**config.mk**
```make
export PLATFORM = sky130hd
export DESIGN_NAME = serial_bus_arbiter
export DESIGN_NICKNAME = d
export VERILOG_FILES = /design/src/rtl/serial_bus_arbiter.sv
export SDC_FILE = /design/constraint.sdc
export NUM_CORES = 1
export LEC_CHECK = 0
export CAP_MARGIN = 20
export CORE_AREA = 3 3 40 42
export CTS_BUF_LIST = sky130_fd_sc_hd__clkbuf_16
export DETAILED_ROUTE_END_ITERATION = 6
export DIE_AREA = 0 0 43 45
export PLACE_DENSITY = 0.47
export SLEW_MARGIN = 20
export SYNTH_ARGS = -nofsm -noshare
export SYNTH_HDL_FRONTEND = slang
export SYNTH_SLANG_ARGS = --single-unit
```
**constraint.sdc**
```tcl
create_clock -name clk -period 1.19 [get_ports clk]
set_input_delay 0.1785 -clock clk [delete_from_list [all_inputs] [get_ports clk]]
set_output_delay 0.1785 -clock clk [all_outputs]
set_load 0.02 [all_outputs]
```
**src/rtl/serial_bus_arbiter.sv**
```systemverilog
// Round-robin owner arbiter for the shared serial bus; grant held until release or request drop.
// Optional BUSY watchdog enabled by defining ARB_TIMEOUT_EN (revokes after TIMEOUT_CYCLES).
module serial_bus_arbiter #(
    parameter int unsigned NUM_MASTERS    = 2,
    parameter int unsigned ID_W           = (NUM_MASTERS > 1) ? $clog2(NUM_MASTERS) : 1,
    parameter int unsigned TIMEOUT_CYCLES = 1023
) (
    input  logic                   clk,
    input  logic                   rst_n,
    input  logic [NUM_MASTERS-1:0] m_req,
    input  logic [NUM_MASTERS-1:0] m_rel,
    output logic [NUM_MASTERS-1:0] grant,
    output logic [ID_W-1:0]        grant_id,
    output logic                   bus_busy,
    output logic                   timeout_err
);

    if (NUM_MASTERS < 2 || NUM_MASTERS > 8 || TIMEOUT_CYCLES < 1) begin : g_param_check
        $error("serial_bus_arbiter: unsupported parameter values");
    end

    typedef enum logic [1:0] {
        IDLE = 2'd0,
        BUSY = 2'd1,
        TURN = 2'd2
    } state_e;

    state_e                 state_q;
    logic [NUM_MASTERS-1:0] grant_q;
    logic [ID_W-1:0]        grant_id_q;
    logic                   busy_q;
    logic [ID_W-1:0]        rr_q;

    logic                   any_req;
    logic [ID_W-1:0]        win_d;
    logic [ID_W-1:0]        scan_idx;
    logic                   owner_req;
    logic                   owner_rel;

    // Scan starts just after the last owner, so that owner is considered last.
    always_comb begin
        any_req  = 1'b0;
        win_d    = '0;
        scan_idx = '0;
        for (int unsigned i = 1; i <= NUM_MASTERS; i++) begin
            scan_idx = ID_W'((32'(rr_q) + i) % NUM_MASTERS);
            if (!any_req && m_req[scan_idx]) begin
                any_req = 1'b1;
                win_d   = scan_idx;
            end
        end
    end

    assign owner_req = m_req[grant_id_q];
    assign owner_rel = m_rel[grant_id_q];

`ifdef ARB_TIMEOUT_EN
    localparam int unsigned CNT_W = $clog2(TIMEOUT_CYCLES + 1);

    logic [CNT_W-1:0] wd_q;
    logic             timeout_q;

    always_ff @(posedge clk or negedge rst_n) begin
        if (!rst_n) begin
            state_q    <= IDLE;
            grant_q    <= '0;
            grant_id_q <= '0;
            busy_q     <= 1'b0;
            rr_q       <= ID_W'(NUM_MASTERS - 1);
            wd_q       <= '0;
            timeout_q  <= 1'b0;
        end else begin
            timeout_q <= 1'b0;
            case (state_q)
                IDLE, TURN: begin
                    if (any_req) begin
                        state_q    <= BUSY;
                        grant_q    <= NUM_MASTERS'(1) << win_d;
                        grant_id_q <= win_d;
                        rr_q       <= win_d;
                        busy_q     <= 1'b1;
                        wd_q       <= '0;
                    end else begin
                        state_q <= IDLE;
                        grant_q <= '0;
                        busy_q  <= 1'b0;
                    end
                end
                BUSY: begin
                    // A genuine release wins over a coincident watchdog expiry.
                    if (owner_rel || !owner_req) begin
                        state_q <= TURN;
                        grant_q <= '0;
                        busy_q  <= 1'b0;
                    end else if (wd_q == CNT_W'(TIMEOUT_CYCLES - 1)) begin
                        state_q   <= TURN;
                        grant_q   <= '0;
                        busy_q    <= 1'b0;
                        timeout_q <= 1'b1;
                    end else begin
                        wd_q <= wd_q + 1'b1;
                    end
                end
                default: begin
                    state_q    <= IDLE;
                    grant_q    <= '0;
                    grant_id_q <= '0;
                    busy_q     <= 1'b0;
                end
            endcase
        end
    end

    assign timeout_err = timeout_q;
`else
    always_ff @(posedge clk or negedge rst_n) begin
        if (!rst_n) begin
            state_q    <= IDLE;
            grant_q    <= '0;
            grant_id_q <= '0;
            busy_q     <= 1'b0;
            rr_q       <= ID_W'(NUM_MASTERS - 1);
        end else begin
            case (state_q)
                IDLE, TURN: begin
                    if (any_req) begin
                        state_q    <= BUSY;
                        grant_q    <= NUM_MASTERS'(1) << win_d;
                        grant_id_q <= win_d;
                        rr_q       <= win_d;
                        busy_q     <= 1'b1;
                    end else begin
                        state_q <= IDLE;
                        grant_q <= '0;
                        busy_q  <= 1'b0;
                    end
                end
                BUSY: begin
                    if (owner_rel || !owner_req) begin
                        state_q <= TURN;
                        grant_q <= '0;
                        busy_q  <= 1'b0;
                    end
                end
                default: begin
                    state_q    <= IDLE;
                    grant_q    <= '0;
                    grant_id_q <= '0;
                    busy_q     <= 1'b0;
                end
            endcase
        end
    end

    assign timeout_err = 1'b0;
`endif

    assign grant    = grant_q;
    assign grant_id = grant_id_q;
    assign bus_busy = busy_q;

endmodule

```
==> flow_summary.yaml, run 1 <==
timing:
  final.setup_skew_ps: 4.68
  setup_slack_ps: 83.7
  fmax_mhz: 904
  hold_ws_ps: 190
  fin_tns_setup_ps: 0
  period_needed_ps: 1110
  min_period_over_period: 0.930
  rsz0062_at_grt: "false"
  setup_viol: 0
  finalHoldViolCount: 0
  slew_violations: 0
route:
  postRouteAntennaNets: 0
  dr.pass1.iters: 2
  drc: 0
  vias_per_cell: 4.52
  dr.first_iter.drc_count: 2
  finalWirelength_um: 676
  vias: 271
  avgRoutedWirePerCell_um: 11.3
yosys:
  syn_area_per_cell_um2: 10.2
  synth.distinct_cells: 19
  synthesis.nets: 36
  seq_area_frac_synth: 0.494
  ys_ff_latch: 6
  netlist_area_um2: 307
  syn_inst: 30
  yosys_warnings: 0
clocking:
  cts_hold_buf: 0
  cts_buffers: 3
  tritoncts: "done"
  clk_path_buf_depth: 2
  clock_sinks: 6
  worstSkewPairLatency_ps: 230
  ctsRootBufferMaster: "clkbuf_16"
  post_cts_buffers: 0
  cts.clk_slew.worst_paths_ps: 40
  htree_levels: 1
worst_setup_path:
  crit_type: "flop to output port"
  path_delay_family: "flip-flops"
  cp.arrival_ps: 930
  cpPeakStageDelay_ps: 370
  crit_chain: "dlygate4sd2_1"
  endpoint_kind: "output port"
  worst-path-buf-inv: 1
  crit_path_start_kind: "flop"
  crit_slowest_cell: "dfrtp_1"
  required_ps: 1010
  cp_max_fo: 2
run_status:
  status: "completed"
layout:
  area_delta_synth_final_pct: 69.0
  nNetsFinal: 52
  num_antenna_cells: 0
  fin_area_um2: 518
  final_layout_size_suffix_gt1_frac: 0.289
  final_cells: 60
  finish.utilization: 0.403
floorplanning:
  num_rows: 13
  dieArea_um2: 1940
  initial_core_util: 0.239
  die_w_um: 43
  boundaryPins: 11
  core_area_um2: 1280
  fp.dieH_um: 45
global_route:
  grt_max_degree: 10
  grt_pass1_vias: 239
  grt-ovfl-total: 0
  grtUsageTotal: 0.0821
  grt_pass1_wl_mm: 1.03
  antenna_found_initial: 0
placed_design:
  io_buffer_count: 9
  place_ws_ps: -97.9
  hpwlAfterDp_um: 484
  gp_congestion: 0.823
  postPlaceCellArea_um2: 430
  dpl.cell_count: 56
pwr:
  peakVddDrop_mv: 0.769
  powerDensity_nw_per_um2: 2690
  p_total_mw: 1.40
  cellLeakagePower_nw: 0.240
worst_hold_path:
  min_path_type: "primary input to asynchronous set/reset pin"
job:
  max_cap_violations: 0
==> synthesized netlist by cell type <==
master | instances | area share
a21oi_1 | 2 | 0.033
a21oi_2 | 1 | 0.029
a31oi_1 | 1 | 0.020
and2b_2 | 1 | 0.029
and3b_1 | 1 | 0.029
buf_4 | 2 | 0.049
conb_1 | 1 | 0.012
dfrtp_1 | 5 | 0.41
dfstp_2 | 1 | 0.086
inv_1 | 2 | 0.024
nand2_1 | 4 | 0.049
nand3b_1 | 1 | 0.024
nor3_1 | 1 | 0.016
nor3b_2 | 1 | 0.041
nor4_1 | 1 | 0.020
o21ai_0 | 2 | 0.033
o21bai_2 | 1 | 0.037
o22ai_1 | 1 | 0.020
o22ai_2 | 1 | 0.041
==> what timing repair did <==
item                                    4_1_cts  5_1_grt
gates resized for setup                       4        2
pin swaps                                     0        1
endpoints found under the setup margin        4        2
==> layer usage <==
layer  global-route usage  vias up  part of all wire  wire length [µm]
li1                     -      133                 -                 -
met1               0.0833      122              0.42               284
met2                0.102       11              0.44               298
met5                    0        -                 0                 0
met3               0.0478        5             0.086                58
met4                0.108        0             0.052                35
==> layout by cell type (no fill, tap or decap), types with 2 or more instances in the layout <==
cell and n:
inv_1 3, clkdlybuf4s50_1 5, buf_4 4, o21ai_0 2
clkbuf_16 3, a21oi_1 2, dlygate4sd2_1 4, dfrtp_1 5
nand2_1 4
==> where the power goes <==
part | internal [mW] | switching (mW) | total (mW) | leakage, nW
Clock | 0.436 | 0.122 | 0.558 | 0.0423
Combinational | 0.225 | 0.256 | 0.481 | 0.124
Sequential | 0.306 | 0.0508 | 0.357 | 0.0737
==> kinds of logic (layout without fill, tap and decap cells) <==
kind of cell           count (synthesis)  count (layout)  synth area share
AO/OA/AOI/OAI                          9               9             0.212
buffers and inverters                  4              19            0.0735
flip-flops                             6               6             0.494
other                                  1               1            0.0122
AND/OR/NAND/NOR                       10              10             0.208
==> final cells by class <==
class,instances,area (µm²)
fill,129,767
sequential,6,151
multi-input combinational,20,146
tap,15,18.8
inverter,2,7.51
clock buffer,3,75.1
clock inverter,1,3.75
timing repair buffer,13,115
==> worst paths after layout <==
check | endpoint | start | slack (ps) | cells past startpoint
worst max-delay path | grant_id | grant_id$_DFFE_PN0P_ | 80 | 1
worst min-delay path | grant_id$_DFFE_PN0P_ | rst_n | 190 | 1
worst max register to register | grant[0]$_DFFE_PN0P_ | grant_id$_DFFE_PN0P_ | 90 | 4
worst min register to register | state_q[1]$_DFFE_PN0P_ | state_q[1]$_DFFE_PN0P_ | 460 | 1
max in group asynchronous | rr_q$_DFFE_PN1P_ | rst_n | 720 | 1
min in group clk | state_q[1]$_DFFE_PN0P_ | state_q[1]$_DFFE_PN0P_ | 460 | 1
==> flip-flops by register name, summed over array words and instances, names as in the netlist <==
| signal | cells |
|---|---|
| bus_busy | 1 |
| grant | 2 |
| grant_id | 1 |
| rr_q | 1 |
| state_q | 1 |
Power figures use the tool's default switching activity.
==> inputs of run 2 (changes only) <==
ABC_AREA = 1   (was default)
CORE_AREA = 4 4 41 43   (was 3 3 40 42)
DIE_AREA = 0 0 45 47   (was 0 0 43 45)
PLACE_DENSITY = 0.45   (was 0.47)
SETUP_SLACK_MARGIN = 0.5   (was default)
==> flow_summary.yaml, run 2 <==
global_route:
  grt_max_degree: 7
  antenna_found_initial: 0
  grt_pass1_vias: 288
  grt-ovfl-total: 0
  grtUsageTotal: 0.0794
  grt_pass1_wl_mm: 1.10
route:
  postRouteAntennaNets: 0
  dr.first_iter.drc_count: 5
  drc: 0
  top_layer_used: "met4"
  vias: 264
  vias_per_cell: 4.06
  dr_wl_met3_um: 60
  finalWirelength_um: 742
  dr.pass1.iters: 4
  wl_met2_um: 343
  wl_met1_um: 320
  avgRoutedWirePerCell_um: 11.4
timing:
  setup_slack_ps: 240
  period_needed_ps: 950
  finalHoldViolCount: 0
  min_period_over_period: 0.799
  final.setup_skew_ps: 1.77
  fin_tns_setup_ps: 0
  setup_viol: 0
  fmax_mhz: 1050
  rsz0062_at_grt: "true"
  slew_violations: 0
yosys:
  synth_top_family_by_area: "simple AND/OR/NAND/NOR gates"
  synth_compound_gate_area_share: 0.0485
  synth_top_area_cell: "dfrtp_1"
  synth_edf_count: 0
  yosys.area_share.simple: 0.313
  yosys_warnings: 0
  synthTopCellsByArea: "dfrtp_1, nand2_1, dfstp_2"
  seq_area_frac_synth: 0.533
  ys_ff_latch: 6
  synthesis.nets: 40
  synthArstFlopShare: 1.00
  synth-xor-area-share: 0
  syn_area_per_cell_um2: 8.35
  synth_mux_area_frac: 0
  yosysMostFrequentCell: "nand2_1"
  synth_ff_type: "dfrtp_1"
  netlist_top_cells_count: "nand2_1, dfrtp_1, inv_1, nand3_1"
  syn_inst: 34
  synth.distinct_cells: 12
  netlist_area_um2: 284
  synth_top_area_frac: 0.441
  synth-adder-area-share: 0
worst_setup_path:
  crit_slowest_cell: "dfrtp_2"
  worstReg2RegStart: "bus_busy$_DFFE_PN0P_"
  crit_type: "flop to output port"
  cp_max_fo: 3
  cpPeakStageDelay_ps: 410
  path_delay_family: "flip-flops"
  cp.arrival_ps: 770
  worst-path-buf-inv: 1
  endpoint_kind: "output port"
  crit_path_start_kind: "flop"
  r2r_setup_slack_ps: 290
  required_ps: 1010
  crit_chain: "buf_6"
  r2r-end: "grant_id$_DFFE_PN0P_"
  r2r_cells: 5
clocking:
  cts_hold_buf: 0
  cts.clk_slew.worst_paths_ps: 30
  worstSkewPairLatency_ps: 230
  cts_buffers: 3
  tritoncts: "done"
  clock_sinks: 6
  ctsRootBufferMaster: "clkbuf_16"
  htree_levels: 1
  clk_path_buf_depth: 2
run_status:
  status: "completed"
pwr:
  powerDensity_nw_per_um2: 2880
  cellLeakagePower_nw: 0.273
  peakVddDrop_mv: 0.805
  p_total_mw: 1.58
placed_design:
  io_buffer_count: 9
  hpwlAfterDp_um: 484
  gp_congestion: 0.744
  place_ws_ps: 26.9
layout:
  final_layout_size_suffix_gt1_frac: 0.500
  area_delta_synth_final_pct: 93.4
  most-common-layout-cells: "nand2_1, buf_6, inv_1"
  num_antenna_cells: 0
  largest_reg_flops: 2
  final_common_cell: "nand2_1"
  nNetsFinal: 57
floorplanning:
  boundaryPins: 11
  die_w_um: 45
  initial_core_util: 0.218
  num_rows: 13
  fp.dieH_um: 47
  core_area_um2: 1300
  dieArea_um2: 2120
worst_hold_path:
  min_path_type: "primary input to asynchronous set/reset pin"
job:
  max_cap_violations: 0
-- run 2: cell count changes after synthesis, moves of 2 or more --
cell,before,now
inv_1,2,5
o21ai_0,2,0
nand3_1,0,5
nand2_1,4,11
-- run 2: worst max path at each step --
stage                         start              endpoint  depth (start not counted)
2_1_floorplan  grant_id$_DFFE_PN0P_  grant[1]$_DFFE_PN0P_                          5
3_3_place_gp               m_req[1]  grant[0]$_DFFE_PN0P_                          5
3_5_place_dp               m_req[0]  grant[0]$_DFFE_PN0P_                          5
4_1_cts        grant_id$_DFFE_PN0P_              grant_id                          1
5_1_grt        grant_id$_DFFE_PN0P_              grant_id                          1
6_report       grant_id$_DFFE_PN0P_              grant_id                          1
-- run 2: worst reg2reg max path, cell delays in order (launching register included) --
cell	delay, ps
dfrtp_2	410
buf_6	140
inv_8	60
o21ai_4	60
nand2_1	70
nand2_1	40
-- run 2: what timing repair did --
action,CTS,global route
hold endpoints to repair,0,0
setup buffers,2,1
setup endpoints to repair,10,10
gates resized for setup,30,7
pin swaps,1,3
-- run 2: metrics by stage --
stage,instances,area (µm²),utilization,hold WS (ps)
finish,65,549,0.422,194
global route,65,549,0.422,226
CTS,64,515,0.396,205
detailed placement,58,400,0.308,447
global placement,58,400,0.308,439
floorplan,34,292,-,-117
-- run 2: cells by family (layout without fill, tap and decap cells) --
family / Yosys count / count (layout)
AND/OR/NAND/NOR: 19 / 19
flip-flops: 6 / 6
buffers and inverters: 6 / 22
AO/OA/AOI/OAI: 2 / 2
other: 1 / 1
-- run 2: power by group --
group	switching, mW	leakage (nW)	internal [mW]
Combinational	0.329	0.160	0.304
Clock	0.115	0.0423	0.436
Sequential	0.0868	0.0711	0.313
-- run 2: area by class of cell --
type / count / area, µm²
inverters: 5 / 26.3
flip-flops and latches: 6 / 154
repair buffers: 13 / 126
well taps: 15 / 18.8
clock inverters: 1 / 3.75
multi-input cells: 22 / 145
fillers: 139 / 752
clock buffers: 3 / 75.1
-- run 2: metal layers --
layer / vias up / global-route usage
li1: 133 / -
met1: 118 / 0.0829
met2: 11 / 0.121
met3: 2 / 0.0345
met4: 0 / 0.0702
met5: - / 0
